<file path="src/rtl/dm_ctrl_pkg.sv">
// Shared types and default widths for the data-memory arbiter.
package dm_ctrl_pkg;

    localparam int unsigned ADSizeDef = 16;
    localparam int unsigned DASizeDef = 32;

    typedef enum logic {INIT, RUN} state_t;

    typedef struct packed {
        logic                 write;
        logic [ADSizeDef-1:0] addr;
        logic [DASizeDef-1:0] wdata;
    } req_t;

endpackage

</file>
<file path="src/rtl/dm_arbiter_if.sv">
// Requester handshakes plus the data-memory port, seen from the arbiter (slave)
// or from the requesters/memory side (master).
interface dm_arbiter_if #(
    parameter int unsigned ADSize = 16,
    parameter int unsigned DASize = 32
);

    logic              req0_valid;
    logic              req0_ready;
    logic              req0_write;
    logic [ADSize-1:0] req0_addr;
    logic [DASize-1:0] req0_wdata;
    logic              req0_rvalid;
    logic [DASize-1:0] req0_rdata;

    logic              req1_valid;
    logic              req1_ready;
    logic              req1_write;
    logic [ADSize-1:0] req1_addr;
    logic [DASize-1:0] req1_wdata;
    logic              req1_rvalid;
    logic [DASize-1:0] req1_rdata;

    logic              dm_enable;
    logic              dm_write;
    logic [ADSize-1:0] dm_address;
    logic [DASize-1:0] dm_in;
    logic [DASize-1:0] dm_out;

    modport slave (
        input  req0_valid, req0_write, req0_addr, req0_wdata,
        input  req1_valid, req1_write, req1_addr, req1_wdata,
        input  dm_out,
        output req0_ready, req0_rvalid, req0_rdata,
        output req1_ready, req1_rvalid, req1_rdata,
        output dm_enable, dm_write, dm_address, dm_in
    );

    modport master (
        output req0_valid, req0_write, req0_addr, req0_wdata,
        output req1_valid, req1_write, req1_addr, req1_wdata,
        output dm_out,
        input  req0_ready, req0_rvalid, req0_rdata,
        input  req1_ready, req1_rvalid, req1_rdata,
        input  dm_enable, dm_write, dm_address, dm_in
    );

endinterface

</file>
<file path="src/rtl/rr_arb2.sv">
// Two-way round-robin arbiter; the pointer names the requester favoured on a tie
// and flips to the other side after every grant.
module rr_arb2 (
    input  logic       clk,
    input  logic       rst_n,
    input  logic [1:0] valid_i,
    output logic [1:0] grant_o
);

    logic ptr_q;
    logic ptr_d;

    always_comb begin
        if (valid_i == 2'b11) begin
            grant_o = ptr_q ? 2'b10 : 2'b01;
        end else begin
            grant_o = valid_i;
        end
        ptr_d = ptr_q;
        if (grant_o[0]) begin
            ptr_d = 1'b1;
        end else if (grant_o[1]) begin
            ptr_d = 1'b0;
        end
    end

    always_ff @(posedge clk or negedge rst_n) begin
        if (!rst_n) begin
            ptr_q <= 1'b0;
        end else begin
            ptr_q <= ptr_d;
        end
    end

endmodule

</file>
<file path="src/rtl/dm_arbiter.sv">
// Data-memory front end: zeroes the memory after reset, then round-robins two
// single-word requesters onto the one memory port and steers read data back.
module dm_arbiter
    import dm_ctrl_pkg::*;
#(
    parameter int unsigned     ADSize    = ADSizeDef,
    parameter int unsigned     DASize    = DASizeDef,
    parameter logic [ADSize:0] CLR_WORDS = {1'b1, {ADSize{1'b0}}}
) (
    input  logic        clk,
    input  logic        rst_n,
    dm_arbiter_if.slave bus,
    output logic        init_done_o
);

    localparam logic [ADSize:0] CntOne  = (ADSize + 1)'(1);
    localparam logic [ADSize:0] ClrLast = CLR_WORDS - CntOne;
    localparam bit              ClrEn   = (CLR_WORDS != '0);

    state_t          state_q;
    logic [ADSize:0] clr_cnt_q;
    logic [1:0]      tag_q;
    logic            init_done_q;
    logic [1:0]      valid;
    logic [1:0]      grant;
    logic [1:0]      rd_grant;
    req_t            win;

    // Requests are invisible to the arbiter until the clear sweep has finished.
    assign valid = {bus.req1_valid, bus.req0_valid} & {2{state_q == RUN}};

    rr_arb2 u_rr_arb2 (
        .clk     (clk),
        .rst_n   (rst_n),
        .valid_i (valid),
        .grant_o (grant)
    );

    assign bus.req0_ready = grant[0];
    assign bus.req1_ready = grant[1];
    assign rd_grant       = grant & ~{bus.req1_write, bus.req0_write};

    always_comb begin
        win = '0;
        if (grant[1]) begin
            win.write = bus.req1_write;
            win.addr  = ADSizeDef'(bus.req1_addr);
            win.wdata = DASizeDef'(bus.req1_wdata);
        end else if (grant[0]) begin
            win.write = bus.req0_write;
            win.addr  = ADSizeDef'(bus.req0_addr);
            win.wdata = DASizeDef'(bus.req0_wdata);
        end
    end

    always_comb begin
        bus.dm_enable  = 1'b0;
        bus.dm_write   = 1'b0;
        bus.dm_address = '0;
        bus.dm_in      = '0;
        if (state_q == INIT) begin
            bus.dm_enable  = 1'b1;
            bus.dm_write   = 1'b1;
            bus.dm_address = clr_cnt_q[ADSize-1:0];
        end else if (|grant) begin
            bus.dm_enable  = 1'b1;
            bus.dm_write   = win.write;
            bus.dm_address = ADSize'(win.addr);
            bus.dm_in      = DASize'(win.wdata);
        end
    end

    always_ff @(posedge clk or negedge rst_n) begin
        if (!rst_n) begin
            state_q     <= ClrEn ? INIT : RUN;
            clr_cnt_q   <= '0;
            tag_q       <= '0;
            init_done_q <= !ClrEn;
        end else begin
            tag_q <= rd_grant;
            if (state_q == INIT) begin
                clr_cnt_q <= clr_cnt_q + CntOne;
                if (clr_cnt_q == ClrLast) begin
                    state_q     <= RUN;
                    init_done_q <= 1'b1;
                end
            end
        end
    end

    // Memory read output is registered, so the tag lines up with dm_out.
    assign bus.req0_rvalid = tag_q[0];
    assign bus.req1_rvalid = tag_q[1];
    assign bus.req0_rdata  = tag_q[0] ? bus.dm_out : '0;
    assign bus.req1_rdata  = tag_q[1] ? bus.dm_out : '0;
    assign init_done_o     = init_done_q;

endmodule

</file>
<file path="src/flat_wrapper.sv">
// flat-port wrapper written by rule: the top's interface ports become plain ports
module dm_arbiter_flat import dm_ctrl_pkg::*;
#(
    parameter int unsigned     ADSize    = ADSizeDef,
    parameter int unsigned     DASize    = DASizeDef,
    parameter logic [ADSize:0] CLR_WORDS = {1'b1, {ADSize{1'b0}}}
)
  (clk, rst_n, init_done_o, bus_req0_valid, bus_req0_write, bus_req0_addr, bus_req0_wdata, bus_req1_valid, bus_req1_write, bus_req1_addr, bus_req1_wdata, bus_dm_out, bus_req0_ready, bus_req0_rvalid, bus_req0_rdata, bus_req1_ready, bus_req1_rvalid, bus_req1_rdata, bus_dm_enable, bus_dm_write, bus_dm_address, bus_dm_in);
  dm_arbiter_if #(.ADSize(ADSize), .DASize(DASize)) bus_i ();
  input  logic clk;
  input  logic rst_n;
  output logic init_done_o;
  input wire logic [$bits(bus_i.req0_valid)-1:0] bus_req0_valid;
  input wire logic [$bits(bus_i.req0_write)-1:0] bus_req0_write;
  input wire logic [$bits(bus_i.req0_addr)-1:0] bus_req0_addr;
  input wire logic [$bits(bus_i.req0_wdata)-1:0] bus_req0_wdata;
  input wire logic [$bits(bus_i.req1_valid)-1:0] bus_req1_valid;
  input wire logic [$bits(bus_i.req1_write)-1:0] bus_req1_write;
  input wire logic [$bits(bus_i.req1_addr)-1:0] bus_req1_addr;
  input wire logic [$bits(bus_i.req1_wdata)-1:0] bus_req1_wdata;
  input wire logic [$bits(bus_i.dm_out)-1:0] bus_dm_out;
  output wire logic [$bits(bus_i.req0_ready)-1:0] bus_req0_ready;
  output wire logic [$bits(bus_i.req0_rvalid)-1:0] bus_req0_rvalid;
  output wire logic [$bits(bus_i.req0_rdata)-1:0] bus_req0_rdata;
  output wire logic [$bits(bus_i.req1_ready)-1:0] bus_req1_ready;
  output wire logic [$bits(bus_i.req1_rvalid)-1:0] bus_req1_rvalid;
  output wire logic [$bits(bus_i.req1_rdata)-1:0] bus_req1_rdata;
  output wire logic [$bits(bus_i.dm_enable)-1:0] bus_dm_enable;
  output wire logic [$bits(bus_i.dm_write)-1:0] bus_dm_write;
  output wire logic [$bits(bus_i.dm_address)-1:0] bus_dm_address;
  output wire logic [$bits(bus_i.dm_in)-1:0] bus_dm_in;
  assign bus_i.req0_valid = bus_req0_valid;
  assign bus_i.req0_write = bus_req0_write;
  assign bus_i.req0_addr = bus_req0_addr;
  assign bus_i.req0_wdata = bus_req0_wdata;
  assign bus_i.req1_valid = bus_req1_valid;
  assign bus_i.req1_write = bus_req1_write;
  assign bus_i.req1_addr = bus_req1_addr;
  assign bus_i.req1_wdata = bus_req1_wdata;
  assign bus_i.dm_out = bus_dm_out;
  assign bus_req0_ready = bus_i.req0_ready;
  assign bus_req0_rvalid = bus_i.req0_rvalid;
  assign bus_req0_rdata = bus_i.req0_rdata;
  assign bus_req1_ready = bus_i.req1_ready;
  assign bus_req1_rvalid = bus_i.req1_rvalid;
  assign bus_req1_rdata = bus_i.req1_rdata;
  assign bus_dm_enable = bus_i.dm_enable;
  assign bus_dm_write = bus_i.dm_write;
  assign bus_dm_address = bus_i.dm_address;
  assign bus_dm_in = bus_i.dm_in;
  dm_arbiter #(.ADSize(ADSize), .DASize(DASize), .CLR_WORDS(CLR_WORDS)) u_core (.clk(clk), .rst_n(rst_n), .bus(bus_i), .init_done_o(init_done_o));
endmodule
</file>
<file path="config.mk">
export PLATFORM = sky130hd
export DESIGN_NAME = dm_arbiter_flat
export DESIGN_NICKNAME = d
export VERILOG_FILES = /design/src/rtl/dm_ctrl_pkg.sv /design/src/rtl/dm_arbiter_if.sv /design/src/rtl/rr_arb2.sv /design/src/rtl/dm_arbiter.sv /design/src/flat_wrapper.sv
export SDC_FILE = /design/constraint.sdc
export NUM_CORES = 1
export LEC_CHECK = 0
export CORE_AREA = 2 2 97 99
export DETAILED_ROUTE_END_ITERATION = 7
export DIE_AREA = 0 0 99 101
export PLACE_DENSITY = 0.74
export SLEW_MARGIN = 20
export SYNTH_ARGS = -nofsm -noshare
export SYNTH_HDL_FRONTEND = slang
export SYNTH_SLANG_ARGS = --single-unit
</file>
<file path="constraint.sdc">
create_clock -name clk -period 2.2 [get_ports clk]
set_input_delay 0.44 -clock clk [delete_from_list [all_inputs] [get_ports clk]]
set_output_delay 0.44 -clock clk [all_outputs]
set_load 0.01 [all_outputs]
</file>
; Word-level counts from Yosys, hierarchy flattened
; Index checks and enable logic that the tools add are counted.
[word_totals]
register_bits = 22
out_inout_bits = 119
word_cells = 33
[op_classes]
addsub = 1
eq_ne = 2
mux = 18
n_bitwise = 4
n_reduce_logical = 3
[op_table]
columns = operator, count
row1 = $mux W32, 4
row2 = $mux W49, 2
row3 = $mux W16, 2
row4 = $add A17 B1 Y17 const B, 1
row5 = $eq A17 B16 Y1 const B, 1
row6 = $mux W1, 8
row7 = $and A2 B2 Y2, 2
row8 = $mux W2, 2
row9 = $eq A2 B2 Y1 const B, 1
row10 = $not A2 Y2, 1
row11 = $reduce_and A2 Y1, 1
row12 = $reduce_bool A2 Y1, 1
row13 = $reduce_or A2 Y1, 1
row14 = $not A1 Y1, 1

; Depth between registers and ports, before layout
; Gate-level depths: netlist of run 1.
[depth]
ltp_word = 7
ltp_mapped = 6

; By module
; Synthesis of run 1 repeated with hierarchy kept, for this count alone.
[unflattened]
cells_unflattened = 289
area_unflattened_um2 = 2264.7
[by_module_without_submodules]
columns = mod, n_inst, cells_each, area_each_um2
row1 = dm_arbiter, 1, 282, 2204.6
row2 = rr_arb2, 1, 7, 60.1

; Worst setup path before layout of run 1
; No wires, ideal clock.
[synth_timing]
path_type = input to output
startpoint = in bus_req1_valid
endpoint = out bus_dm_in[15]
arrival_ps = 1303
required_ps = 1760
setup_slack_ps = 457
path_stages = 5
path_cell_list = and2_1 -> nand2_2 -> clkbuf_1 -> nand2_1 -> a21oi_1
[synth_between]
elab_chain_len = 7
elab_cells_between_ends = 8
classes_between = eq/ne (1) / mux (5) / bitwise (1) / reduce/logical (1)
[synth_lines]
columns = item, line_no
row1 = from (decl), flat_wrapper.sv:17  ; input wire logic [$bits(bus_i.req1_valid)-1:0] bus_req1_valid;
row2 = $and A2 B2 Y2 *, dm_arbiter.sv:30  ; assign valid = {bus.req1_valid, bus.req0_valid} & {2{state_q == RUN}};
row3 = $eq A2 B2 Y1, rr_arb2.sv:14  ; if (valid_i == 2'b11) begin
row4 = $mux W2 *, rr_arb2.sv:14
row5 = $mux W49, dm_arbiter.sv:49  ; end else if (grant[0]) begin
row6 = $mux W49, dm_arbiter.sv:45  ; if (grant[1]) begin
row7 = $mux W32 *, dm_arbiter.sv:65  ; end else if (|grant) begin
row8 = $mux W32 *, dm_arbiter.sv:61  ; if (state_q == INIT) begin
row9 = to (decl), flat_wrapper.sv:31  ; output wire logic [$bits(bus_i.dm_in)-1:0] bus_dm_in;
; Mark *: on every way between the ends. The rest lies on a longest branch, timed or not.

; Worst setup path after layout of run 1
[layout_timing]
startpoint = in bus_req1_valid
endpoint = out bus_dm_address[14]
[layout_between]
elab_chain_len = 7
elab_cells_between_ends = 8
classes_between = eq/ne (1) / mux (5) / bitwise (1) / reduce/logical (1)
[layout_lines]
columns = item, line_no
row1 = $and A2 B2 Y2 *, dm_arbiter.sv:30
row2 = $eq A2 B2 Y1, rr_arb2.sv:14
row3 = $mux W2 *, rr_arb2.sv:14
row4 = $mux W49, dm_arbiter.sv:49
row5 = $mux W49, dm_arbiter.sv:45
row6 = $mux W16 *, dm_arbiter.sv:65
row7 = $mux W16 *, dm_arbiter.sv:61
row8 = to (decl), flat_wrapper.sv:30  ; output wire logic [$bits(bus_i.dm_address)-1:0] bus_dm_address;
; Marks and branches as above.

==> parameters.txt, run 1 <==
Parameter                              Value

Routing
  Count of nets left with antenna violations after detail routing    0
  Via total after detailed routing    a little under 3k
  Max Used Layer    met4
  Residual DRC count    0
  Average vias per placed instance    between 4 and 5
  Drt initial violations    85
  Total Wirelength    approximately 10000 µm
  Average routed wire per standard cell    between 15 and 20 µm
  Met2 routed WL    between 5000 and 6000 µm
  Wire length on met1    ~4000 µm
  Met3 routed WL    about 760 µm
  Length of the first detailed-routing pass in iterations    4

Placed design
  Buffers on Ports    252
  Total cell area at the placement stage    between 0.004 and 0.005 mm²
  Routability congestion estimate from global placement    around 0.8
  Estimated wirelength of the detail-placed design    slightly above 8000 µm

Clock tree
  H-tree depth    1
  Clock transition at the registers of the reported paths    approximately 0.08 ns
  CTS buffer count    3
  TritonCTS clock tree    built
  Count of clock tree sinks    22
  Later-pin clock latency in the skew report    about 0.26 ns
  Clock Path Buffers    2
  Clock tree root driver cell    sky130_fd_sc_hd__clkbuf_8
  Number of buffers added for setup after CTS    0

STA
  Final Max Slew Viols    0
  Final period utilization    0.9925
  Remaining max-slew budget at the tightest pin    0.7696
  Final hold viol count    0
  Unrepaired setup endpoints after global routing    yes
  Fin Clk Skew    about 0.0017 ns
  # setup viols final    0
  Minimum clock period after layout    roughly 2.2 ns
  Maximum clock rate    458.0 MHz
  Transition at the pin with the smallest max-transition slack    between 0.3 and 0.4 ns

Power and ir drop
  Static leakage power    about 2.2 nW
  Pwr per Cell Area    slightly below 200 mW/mm²
  Largest vdd supply drop    approximately 0.00023 V

Yosys
  Number of synthesized register bits    22
  Gate Count Post-Synth    approximately 290
  Prevailing post-synth register cell    sky130_fd_sc_hd__dfrtp_1
  Share of the yosys chip area belonging to registers    0.2526
  Mean area per synthesized cell    approximately 7.6 µm²
  Share of synthesized registers carrying an async set or reset    1.000
  Post-synthesis instance area    around 0.0022 mm²
  Count of synthesis-stage warnings from yosys    0
  Synth unique cells    36
  Count of flip-flops with a built-in enable after synthesis    0
  Total nets after synthesis    421

Outcome
  Result of the run    finished, final reports clean

Floorplan
  Area of the core    about 0.0090 mm²
  Total Die Area    around 0.010 mm²
  Total I/O pin count    between 200 and 300
  Placement Rows    35
  Horiz. Die Dim    slightly below 100 µm
  Initial cell density of the core    0.2428
  Vertical die dimension    about 100 µm

Critical path
  Most frequent cell on the critical path    sky130_fd_sc_hd__dlygate4sd2_1
  Largest stage delay on the critical path    ~0.3 ns
  Crit Reg-Reg Startpoint    u_core.clr_cnt_q[0]
  Data required, critical path    about 1.8 ns
  CP max stage cell    sky130_fd_sc_hd__dlygate4sd2_1
  Worst setup path start    bus_req1_valid
  Setup CP Type    input pin to output port
  Critical path capture point type    output port
  Kind of launch point of the worst setup path    input pin
  Critical path cell sequence    dlygate4sd2_1 -> and2_1 -> nand2_2 -> inv_2 -> buf_4 -> a22oi_1 -> o2bb2ai_1 -> dlygate4sd2_1
  Worst-path maximum fanout    3
  Crit path arrival time    1.74 ns

Cells and area
  Count of antenna diodes in the layout    0
  Most common library cell in the layout ignoring fill and taps    sky130_fd_sc_hd__clkdlybuf4s50_1
  Area added between synthesis and finish    126.6%
  Layout cell share with drive strength beyond 1    0.1301
  End-of-flow core utilization    0.5502
  Post-route cell area    just under 0.005 mm²
  Most used cells in the layout excluding fill and tap cells    sky130_fd_sc_hd__clkdlybuf4s50_1, sky130_fd_sc_hd__and2_1, sky130_fd_sc_hd__nand2_1
  Total number of nets in the final design    approximately 680

Global route
  Gr ovfl total    0
  Global-route wire length before repair    14700 µm
  Via count of the first global-routing pass    2910
  Number of antenna violations at the first check in global routing    0
  Global Route Usage Sum    0.1788
  Maximum number of pins on one net before global-route repair    34

Run
  Max-Cap Viols    0

Min path
  Worst min path class    register to register
  Startpoint of the worst hold path    u_core.init_done_o
## cells by family after synthesis
group,after synthesis,synth area share
flip-flops,22,0.2526
AO/OA/AOI/OAI,55,0.2181
adder cells (fa/ha/maj),2,0.01148
multiplexers,2,0.009759
XOR/XNOR,15,0.06028
buffers and inverters,25,0.06142
AND/OR/NAND/NOR,164,0.3863
## path summary, 6_finish.rpt
check                                       end  slack [ns]  depth (start not counted)
max                          bus_dm_address[14]        0.02                          8
min                          u_core.init_done_o        0.47                          1
max reg2reg                      u_core.state_q        0.54                          5
min reg2reg                  u_core.init_done_o        0.47                          1
max in group asynchronous       u_core.tag_q[1]        1.46                          2
min in group asynchronous  u_core.clr_cnt_q[15]        0.52                          2
## metrics by stage
step / total power (W) / instances / TNS, ns / setup slack, ns / hold WS, ns
after global routing: 0.001002 / 649 / -0.03050 / -0.02501 / 0.5035
after global placement: 0.0007029 / 645 / -20.71 / -0.4698 / 0.4426
final: 0.0009624 / 649 / 0 / 0.01661 / 0.4676
after CTS: 0.0009620 / 649 / 0 / 0.009250 / 0.4714
after detailed placement: 0.0007060 / 645 / -22.98 / -0.5281 / 0.4484
after floorplan: 0.0004399 / 285 / 0 / 0.4566 / 0.1444
## flip-flops by register name (all words and copies together) (netlist names)
| name | cells |
|---|---|
| u_core.init_done_o | 1 |
| u_core.u_rr_arb2.ptr_q | 1 |
| u_core.state_q | 1 |
| u_core.tag_q | 2 |
| u_core.clr_cnt_q | 17 |
## cells in the mapped netlist, types with 3 or more instances
master / count / share of area
sky130_fd_sc_hd__and2_1: 67 / 0.19
sky130_fd_sc_hd__nand2_1: 46 / 0.079
sky130_fd_sc_hd__nor2_1: 33 / 0.057
sky130_fd_sc_hd__dfrtp_1: 22 / 0.25
sky130_fd_sc_hd__a21oi_1: 17 / 0.039
sky130_fd_sc_hd__a22o_1: 15 / 0.060
sky130_fd_sc_hd__xnor2_1: 13 / 0.052
sky130_fd_sc_hd__a221oi_2: 10 / 0.069
sky130_fd_sc_hd__clkbuf_1: 10 / 0.017
sky130_fd_sc_hd__buf_2: 8 / 0.018
sky130_fd_sc_hd__a221oi_1: 4 / 0.016
sky130_fd_sc_hd__buf_6: 4 / 0.021
sky130_fd_sc_hd__nand3_1: 4 / 0.0092
sky130_fd_sc_hd__nand4_1: 3 / 0.0086
## report_power, final
part	switching, W	leakage (nW)	total, W	internal, W
logic	0.0000821	1.86	0.000306	0.000224
registers	0	0.293	0.000404	0.000404
clock network	0.000130	0.0216	0.000252	0.000122
## cell type report
type	instances	area (µm²)
repair buffers	272	2621
fillers	811	4038
multi-input cells	238	1577
inverters	3	11.26
clock buffers	3	41.29
well taps	111	138.9
flip-flops and latches	22	550.5
## critical path: cells and delay by family
family / cells / cell delay [ns]
simple gates: 2 / 0.25
buf+inv: 4 / 0.75
compound gates: 2 / 0.30
## metal layers
metal / vias up / GRT usage
met5: - / 0
met4: 0 / 0.04320
met3: 12 / 0.03606
met2: 132 / 0.3176
met1: 1345 / 0.2221
li1: 1469 / -
## what timing repair did
item	CTS	global route
pin swaps	2	1
resized for setup	94	30
cloned	1	0
hold buffers	0	0
endpoints found under the setup margin	52	24
No activity file was read; power rests on OpenSTA's default activity.
==> run 2: changes to the inputs <==
--- a/config.mk
+++ b/config.mk
@@ -9,6 +9,7 @@
 export DETAILED_ROUTE_END_ITERATION = 7
 export DIE_AREA = 0 0 99 101
 export PLACE_DENSITY = 0.74
+export SETUP_SLACK_MARGIN = 0.4
 export SLEW_MARGIN = 20
 export SYNTH_ARGS = -nofsm -noshare
 export SYNTH_HDL_FRONTEND = slang
==> run 2 against run 1 <==
Against the previous run: die area stayed put; combinational power rose by 4%; sequential cell count stayed put; routed wire length rose by 6.0%; power rose by 1.4%; critical path type is now register to output port.
==> parameters.txt, run 2 (synthesis gave the netlist of run 1 again) <==
Parameter                              Value

Outcome
  Result of the run    finished, final reports clean (unchanged)

STA
  Maximum clock rate    487.3 MHz (was 458.0 MHz)
  Fin Clk Skew    0.002348 ns (was 0.001697 ns)
  Final hold viol count    0 (unchanged)
  Minimum clock period after layout    2.052 ns (was 2.183 ns)
  Final period utilization    0.9329 (was 0.9925)
  Final Max Slew Viols    0 (unchanged)
  Total negative setup slack    0 ns (unchanged)
  Remaining max-slew budget at the tightest pin    0.7684 (was 0.7696)
  # setup viols final    0 (unchanged)
  Unrepaired setup endpoints after global routing    yes (unchanged)
  Transition at the pin with the smallest max-transition slack    0.3442 ns (was 0.3424 ns)
  Final worst-path setup slack    0.1477 ns (was 0.01661 ns)

Critical path
  Kind of launch point of the worst setup path    register (was input pin)
  Crit Reg-Reg Startpoint    u_core.clr_cnt_q[0] (unchanged)
  CP max stage cell    sky130_fd_sc_hd__dfrtp_1 (was sky130_fd_sc_hd__dlygate4sd2_1)
  FF-to-FF setup slack    0.54 ns (about the same)
  Critical path capture point type    output port (unchanged)
  Setup CP Type    register to output port (was input pin to output port)
  Number of cells on the worst reg-to-reg path    5 (unchanged)
  Endpoint of the worst register-to-register path    u_core.state_q (unchanged)
  Crit path arrival time    1.61 ns (was 1.74 ns)
  Data required, critical path    1.76 ns (about the same)
  Largest stage delay on the critical path    0.40 ns (was 0.30 ns)
  CP bufs+invs    2 (was 4)
  Critical path cell sequence    nand2b_4 -> and2_4 -> buf_12 -> a221oi_4 -> nor2_1 -> buf_2 (was dlygate4sd2_1 -> and2_1 -> nand2_2 -> inv_2 -> buf_4 -> a22oi_1 -> o2bb2ai_1 -> dlygate4sd2_1)
  Worst-path maximum fanout    8 (was 3)
  Cell type group with the largest total delay on the critical path    flip-flops (was buffers and inverters)

Floorplan
  Area of the core    0.008977 mm² (unchanged)
  Total I/O pin count    253 (unchanged)
  Initial cell density of the core    0.2428 (unchanged)
  Vertical die dimension    101 µm (unchanged)
  Total Die Area    0.009999 mm² (unchanged)
  Placement Rows    35 (unchanged)
  Horiz. Die Dim    99 µm (unchanged)

Min path
  Startpoint of the worst hold path    u_core.init_done_o (unchanged)
  Min-Delay Path Depth    1 (unchanged)
  Worst min path class    register to register (unchanged)
  Terminating pin of the worst hold path    u_core.init_done_o (unchanged)

Power and ir drop
  Static leakage power    2.467 nW (was 2.174 nW)
  Largest vdd supply drop    0.0002269 V (was 0.0002265 V)
  Pwr per Cell Area    197.7 mW/mm² (was 194.8 mW/mm²)

Clock tree
  TritonCTS clock tree    built (unchanged)
  Later-pin clock latency in the skew report    0.26 ns (about the same)
  Count of clock tree sinks    22 (unchanged)
  H-tree depth    1 (unchanged)
  Clock tree root driver cell    sky130_fd_sc_hd__clkbuf_8 (unchanged)
  Clock Path Buffers    2 (unchanged)
  CTS buffer count    3 (unchanged)
  Clock transition at the registers of the reported paths    0.08 ns (about the same)

Cells and area
  Layout cell share with drive strength beyond 1    0.2099 (was 0.1301)
  Count of antenna diodes in the layout    0 (unchanged)
  Area added between synthesis and finish    126.4% (was 126.6%)
  Most used cells in the layout excluding fill and tap cells    sky130_fd_sc_hd__clkdlybuf4s50_1, sky130_fd_sc_hd__and2_1, sky130_fd_sc_hd__dlygate4sd2_1 (was sky130_fd_sc_hd__clkdlybuf4s50_1, sky130_fd_sc_hd__and2_1, sky130_fd_sc_hd__nand2_1)
  Largest reg by FF count    u_core.clr_cnt_q (unchanged)
  Largest registers ranked by flip-flop count    u_core.clr_cnt_q x17, u_core.tag_q x2 (unchanged)
  End-of-flow core utilization    0.5497 (was 0.5502)
  Most common library cell in the layout ignoring fill and taps    sky130_fd_sc_hd__clkdlybuf4s50_1 (unchanged)
  Flip-flop count of the largest register after layout    17 (unchanged)
  Total number of nets in the final design    681 (was 676)

Routing
  Residual DRC count    0 (unchanged)
  Total Wirelength    10560 µm (was 9966 µm)
  Length of the first detailed-routing pass in iterations    4 (unchanged)
  Via total after detailed routing    3017 (was 2958)
  Average routed wire per standard cell    16.15 µm (was 15.36 µm)
  Count of nets left with antenna violations after detail routing    0 (unchanged)
  Drt initial violations    73 (was 85)
  Average vias per placed instance    4.613 (was 4.558)

Global route
  Global-route wire length before repair    15040 µm (was 14700 µm)
  Number of antenna violations at the first check in global routing    0 (unchanged)
  Gr ovfl total    0 (unchanged)
  Maximum number of pins on one net before global-route repair    34 (unchanged)
  Via count of the first global-routing pass    2944 (was 2910)
  Global Route Usage Sum    0.1835 (was 0.1788)

Placed design
  Buffers on Ports    252 (unchanged)
  Post-placement worst setup slack    -0.5281 ns (unchanged)
  Estimated wirelength of the detail-placed design    8158 µm (unchanged)
  Routability congestion estimate from global placement    0.7802 (unchanged)

Run
  Max-Cap Viols    0 (unchanged)
==> run 2: changes by cell type in the layout (fill, tap and decap cells not counted), moves of 2 or more <==
cell                              delta
sky130_fd_sc_hd__dlygate4sd2_1      +28
sky130_fd_sc_hd__buf_6               +2
sky130_fd_sc_hd__and2_4              +2
sky130_fd_sc_hd__buf_2              +42
sky130_fd_sc_hd__clkdlybuf4s50_1    -66
sky130_fd_sc_hd__clkbuf_16           +2
sky130_fd_sc_hd__clkbuf_2           -12
sky130_fd_sc_hd__buf_4               -3
sky130_fd_sc_hd__buf_8               +3
sky130_fd_sc_hd__clkdlybuf4s15_1     +4
sky130_fd_sc_hd__and2_1              -2
sky130_fd_sc_hd__buf_16              +3
sky130_fd_sc_hd__clkdlybuf4s15_2     +2
==> run 2: worst max-delay path by stage <==
stage / start / endpoint / slack, ns / cells after the start
5_1_grt: u_core.u_rr_arb2.ptr_q / bus_dm_address[11] / 0.07 / 6
4_1_cts: u_core.u_rr_arb2.ptr_q / bus_dm_in[4] / 0.14 / 6
3_5_place_dp: bus_req0_valid / bus_dm_in[4] / -0.53 / 6
2_1_floorplan: bus_req1_valid / bus_dm_in[15] / 0.46 / 5
3_3_place_gp: bus_req0_valid / bus_dm_in[1] / -0.47 / 7
6_report: u_core.u_rr_arb2.ptr_q / bus_dm_address[11] / 0.15 / 6
==> run 2: report_power, final <==
group | internal (W) | switching, W | leakage (nW)
registers | 0.000404 | 0 | 0.293
logic | 0.000231 | 0.0000874 | 2.15
clock network | 0.000122 | 0.000131 | 0.0216
==> run 2: what timing repair did <==
| item | 4_1_cts | 5_1_grt |
|---|---|---|
| pin swaps | 22 | 7 |
| gates cloned | 3 | 2 |
| gates resized for setup | 278 | 53 |
| hold buffers | 0 | 0 |
| setup buffers | 1 | 0 |
| endpoints found under the setup margin | 118 | 63 |
==> run 2: layout make-up <==
class,instances,area (µm²)
clock buffer,3,41.29
fill,837,4043
inverter,3,18.77
multi-input combinational,238,1602
sequential,22,550.5
tap,111,138.9
timing repair buffer,277,2584
==> run 2: routing by layer <==
metal,global-route usage,vias to the layer above,wire [µm]
li1,-,1487,-
met1,0.2230,1384,4211
met2,0.3295,134,5422
met3,0.03953,12,808
met4,0.04531,0,117
met5,0,-,0
==> run 2: stage by stage <==
step	area (µm²)	hold WS, ns	total power [W]	std cells
floorplan	2180	0.1444	0.0004399	285
global placement	4911	0.4426	0.0007029	645
detailed placement	4911	0.4484	0.0007060	645
CTS	4887	0.4714	0.0009731	652
global route	4935	0.5035	0.001014	654
finish	4935	0.4689	0.0009755	654
==> run 2: worst register-to-register path, stage by stage (launching register included) <==
cell	delay (ns)
sky130_fd_sc_hd__dfrtp_1	0.45
sky130_fd_sc_hd__ha_1	0.26
sky130_fd_sc_hd__and3_1	0.18
sky130_fd_sc_hd__and3_1	0.17
sky130_fd_sc_hd__ha_1	0.19
sky130_fd_sc_hd__or2_2	0.29
==> RTL change 1: new RTL, config.mk and constraints of run 1 <==
Reset style: synchronous (`rst_n`), changed in 2 clocked blocks.
--- a/src/rtl/rr_arb2.sv
+++ b/src/rtl/rr_arb2.sv
@@ -24,7 +24,7 @@
         end
     end
 
-    always_ff @(posedge clk or negedge rst_n) begin
+    always_ff @(posedge clk) begin
         if (!rst_n) begin
             ptr_q <= 1'b0;
         end else begin
--- a/src/rtl/dm_arbiter.sv
+++ b/src/rtl/dm_arbiter.sv
@@ -70,7 +70,7 @@
         end
     end
 
-    always_ff @(posedge clk or negedge rst_n) begin
+    always_ff @(posedge clk) begin
         if (!rst_n) begin
             state_q     <= ClrEn ? INIT : RUN;
             clr_cnt_q   <= '0;
Formal check against the unedited RTL: differs if rst_n is asserted again (counterexample within 4 cycles, from zero or initial values and one cycle with rst_n low); with rst_n held inactive, the same outputs for 10 cycles.
==> RTL change 1 against run 1 <==
Cell area shrank 1.0%. Combinational power shrank 1%. Highest routed layer unchanged. Sequential cell count is the same. Wire length grew 13%. Area after synthesis shrank 3.0%. First-iteration DRC count is the same. Sequential power grew 1%. Fmax grew 0.21%. Core utilization shrank 0.56 points. Power grew 3.7%. Setup slack gained 0.0045 ns. Largest power group unchanged.
==> RTL change 1: results (changes against run 1) <==
Placement:
- The post-detailed-placement half-perimeter wirelength is 9310 um (+14%).
- The cell count after placement is 664 (+2.9%).
- The standard cell area after detailed placement was 0.00484 mm2 (-1.4%).

Drt:
- The number of vias in the routed layout is 3089 (+4.4%).
- The routed wire length per instance is 16.7 um (+9.0%).
- The detailed-route wire length is 11300 um (+13%).

Timing:
- The clock skew after layout is 0.00190 ns (+0.000203 ns).
- The highest clock rate came to 459 MHz (+0.21%).
- The actual transition at the worst max-transition pin is 0.294 ns (-0.0482 ns).
- The post-route worst hold slack is 0.483 ns (+0.0158 ns).

Synthesis:
- The xor and xnor area share after synthesis is 3.73% (-2.3 points).
- The async set-or-reset flop fraction in the synthesized netlist is 0% (-100 points).
- By count the netlist is led by sky130_fd_sc_hd__and2_1 (75), sky130_fd_sc_hd__nand2_1 (45), sky130_fd_sc_hd__dfxtp_1 (22).
- The share of synthesized cell area in full adder, half adder and majority cells is 1.18% (+0.035 points).
- The area fraction in compound gates after synthesis is 23.6% (+1.7 points).
- The number of different library cells in the post-synthesis netlist is 37 (+2.8%).
- The most instantiated flip-flop cell in the synthesis netlist is sky130_fd_sc_hd__dfxtp_1.
- After synthesis, the cell types taking the most area are sky130_fd_sc_hd__and2_1 (22%), sky130_fd_sc_hd__dfxtp_1 (21%), sky130_fd_sc_hd__nand2_1 (8.0%).
- The post-synthesis mux area share was 1.89% (+0.92 points).
- The average cell area after synthesis is 6.89 um2 (-9.9%).

Setup path:
- The worst-path cell with the longest stage delay is sky130_fd_sc_hd__bufbuf_16.
- The timing startpoint of the critical path is bus_req0_valid.
- The maximum fanout along the worst path is 11 (+8).
- The critical path ends at bus_dm_address[1].
- The slack of the worst reg-to-reg path came to 0.43 ns (-0.11 ns).
- The endpoint identified for the worst register-to-register timing path is u_core.clr_cnt_q[15]$_SDFFE_PN0N_.
- The largest stage delay on the critical path is 0.28 ns (-0.02 ns).
- The startpoint identified for the worst register-to-register timing path is u_core.state_q$_SDFF_PN0_.

Power:
- The share of total power consumed by net switching is 20.8% (-1.3 points).
- The internal power component is 0.791 mW (+5.4%).
- The leakage power is 2.00 nW (-7.8%).
- The combinational group power was 0.302 mW (-1%).

Cells and area:
- The net count of the finished layout is 698 (+3.3%).
- The area growth from synthesis to final layout is 131%.
- The number of fillers in the final layout came to 856 (+5.5%).
- The layout cell share with drive strength beyond 1 is 10.2% (-2.9 points).

Global routing:
- The largest net degree at the start of global routing is 34 (unchanged).
- The wire length of the first global-routing pass came to 16600 um (+13%).
- The number of global-route vias before repair was 2958 (+1.6%).
- The overall routing resource usage is 20.8% (+2.9 points).

Min path:
- The beginning of the worst hold path is u_core.init_done_o$_SDFFE_PN0P_.

Outcome:
- The flow ran to the end, and the final reports show no timing, DRC or antenna violations.
-- RTL change 1: final cells by class --
cell class	count	area share, %
Timing Repair Buffer	276	54.6
Sequential cell	22	9.06
Clock buffer	4	1.13
Inverter	17	1.36
Tap cell	111	2.84
Multi-Input combinational cell	242	31.0
-- RTL change 1: critical path, delay by kind of cell --
family	cells	cell delay [ns]
buffers and inverters	4	0.92
AO/OA/AOI/OAI	2	0.14
AND/OR/NAND/NOR	2	0.24
-- RTL change 1: per-layer routing --
metal / vias up / part of all wire [%] / global-route usage [%]
met2: 124 / 49 / 35.0
met4: 0 / 2.0 / 4.85
met1: 1401 / 43 / 28.0
li1: 1550 / - / -
met3: 14 / 6.1 / 3.19
met5: - / 0 / 0
-- RTL change 1: repair_timing --
action,4_1_cts,5_1_grt
resized for setup,79,47
buffers inserted,2,0
hold endpoints to repair,0,0
pin swaps,1,0
gates cloned,2,0
setup endpoints to repair,60,36
hold buffers,0,0
==> RTL change 2: new RTL, settings of run 1 <==
Made on the original files. Set the package constant `DASizeDef` to 16 (it was 32).
--- a/src/rtl/dm_ctrl_pkg.sv
+++ b/src/rtl/dm_ctrl_pkg.sv
@@ -2,7 +2,7 @@
 package dm_ctrl_pkg;
 
     localparam int unsigned ADSizeDef = 16;
-    localparam int unsigned DASizeDef = 32;
+    localparam int unsigned DASizeDef = 16;
 
     typedef enum logic {INIT, RUN} state_t;
 
Ports: changed (6 resized); port bits go from 253 to 157. No check against the original RTL was run, so the function may have changed too.
==> RTL change 2 against run 1 <==
Synthesized cell count is 24% lower. Setup slack gained 0.018 ns. Count of clock-buffer cells in the layout did not move. Cell area fell by 26%. Wire length down 25%. Power grew 3.4%. Sequential cell count stayed put. Die area unchanged. Via count decreased by 23%. Area after synthesis shrank 17%. Clock power grew 47%.
==> RTL change 2: results (changes against run 1) <==
Outcome:
- The flow ran to the end, and the final reports show no timing, DRC or antenna violations.

Drt:
- The routed length on met3 is 586 um (-22%).
- The met2 wire length is 3670 um (-28%).
- The wire length on met1 is 3110 um (-23%).
- The detailed-route wire length is 7440 um (-25%).
- The number of DRC markers in iteration 0 is 121 (+42%).

Placement:
- The standard cell area after detailed placement is 0.00356 mm2 (-27%).
- The worst slack after detailed placement is -0.565 ns (-0.0367 ns).
- The final estimated routing congestion in global placement is 0.797 (+2.2%).
- The post-detailed-placement half-perimeter wirelength was 5910 um (-28%).

Synthesis:
- Ranked by instance count, the synthesized netlist is headed by sky130_fd_sc_hd__and2_1 (33), sky130_fd_sc_hd__dfrtp_1 (22), sky130_fd_sc_hd__nand3_1 (15).
- The share of synthesized cell area in full adder, half adder and majority cells came to 1.39% (+0.24 points).
- The post-synthesis instance total was 216 (-24%).
- The synthesized net count is 304 (-28%).
- The area fraction in compound gates after synthesis is 20.0% (-1.8 points).
- The sequential fraction of the synthesis area came to 30.6% (+5.3 points).

Clock network:
- The count of cells resized by post-cts repair was 49 (-48%).
- The buffer count from post-CTS setup fixing is 1 (+1).

Cells and area:
- The number of buffers outside the clock class in the layout is 173 (-36%).
- The layout cell share with drive strength beyond 1 was 13.0% (+0.021 points).
- The multi-input combinational gate total was 171 (-28%).
- The net count of the finished layout is 465 (-31%).
- The number of standard cells in the final layout excluding fillers is 487 (-25%).

Power:
- The total power density per cell area was 272 mW/mm2 (+40%).
- The worst voltage drop across the vdd grid came to 0.279 mV (+23%).

Global routing:
- The overall routing resource usage was 14.0% (-3.9 points).

Setup path:
- In this run the worst setup path terminates at bus_dm_in[2].

Timing:
- The highest clock rate came to 462 MHz (+0.82%).
RTL change 2: cell types whose count changed after synthesis, moves of 10 or more:
| cell | before | now |
|---|---|---|
| sky130_fd_sc_hd__a221o_1 | 1 | 13 |
| sky130_fd_sc_hd__a221oi_2 | 10 | 0 |
| sky130_fd_sc_hd__a22o_1 | 15 | 0 |
| sky130_fd_sc_hd__nand2_1 | 46 | 10 |
| sky130_fd_sc_hd__nand3_1 | 4 | 15 |
| sky130_fd_sc_hd__and2_1 | 67 | 33 |
| sky130_fd_sc_hd__nor2_1 | 33 | 13 |
RTL change 2: logic make-up after synthesis:
| group | after synthesis |
|---|---|
| mux | 2 |
| xor+xnor | 15 |
| simple gates | 104 |
| fa+ha+maj | 2 |
| buf+inv | 24 |
| flops | 22 |
| compound gates | 47 |
RTL change 2: where the power goes:
| group | total [mW] | switching (mW) | internal, mW |
|---|---|---|---|
| Combinational | 0.221 | 0.0648 | 0.156 |
| Sequential | 0.404 | 0 | 0.404 |
| Clock | 0.371 | 0.128 | 0.243 |
| Total | 0.996 | 0.193 | 0.803 |
RTL change 2: worst max-delay path, stage by stage (launching register included):
cell and delay [ns]:
sky130_fd_sc_hd__dfrtp_2 0.46, sky130_fd_sc_hd__nand2b_4 0.17, sky130_fd_sc_hd__buf_12 0.15, sky130_fd_sc_hd__buf_4 0.17
sky130_fd_sc_hd__a32oi_1 0.23, sky130_fd_sc_hd__nor2_1 0.06, sky130_fd_sc_hd__clkdlybuf4s15_1 0.23
RTL change 2: routing by layer:
metal | global-route usage, % | up-vias
li1 | - | 1106
met1 | 17.5 | 1049
met2 | 24.9 | 123
met3 | 2.70 | 7
met4 | 3.06 | 0
met5 | 0 | -
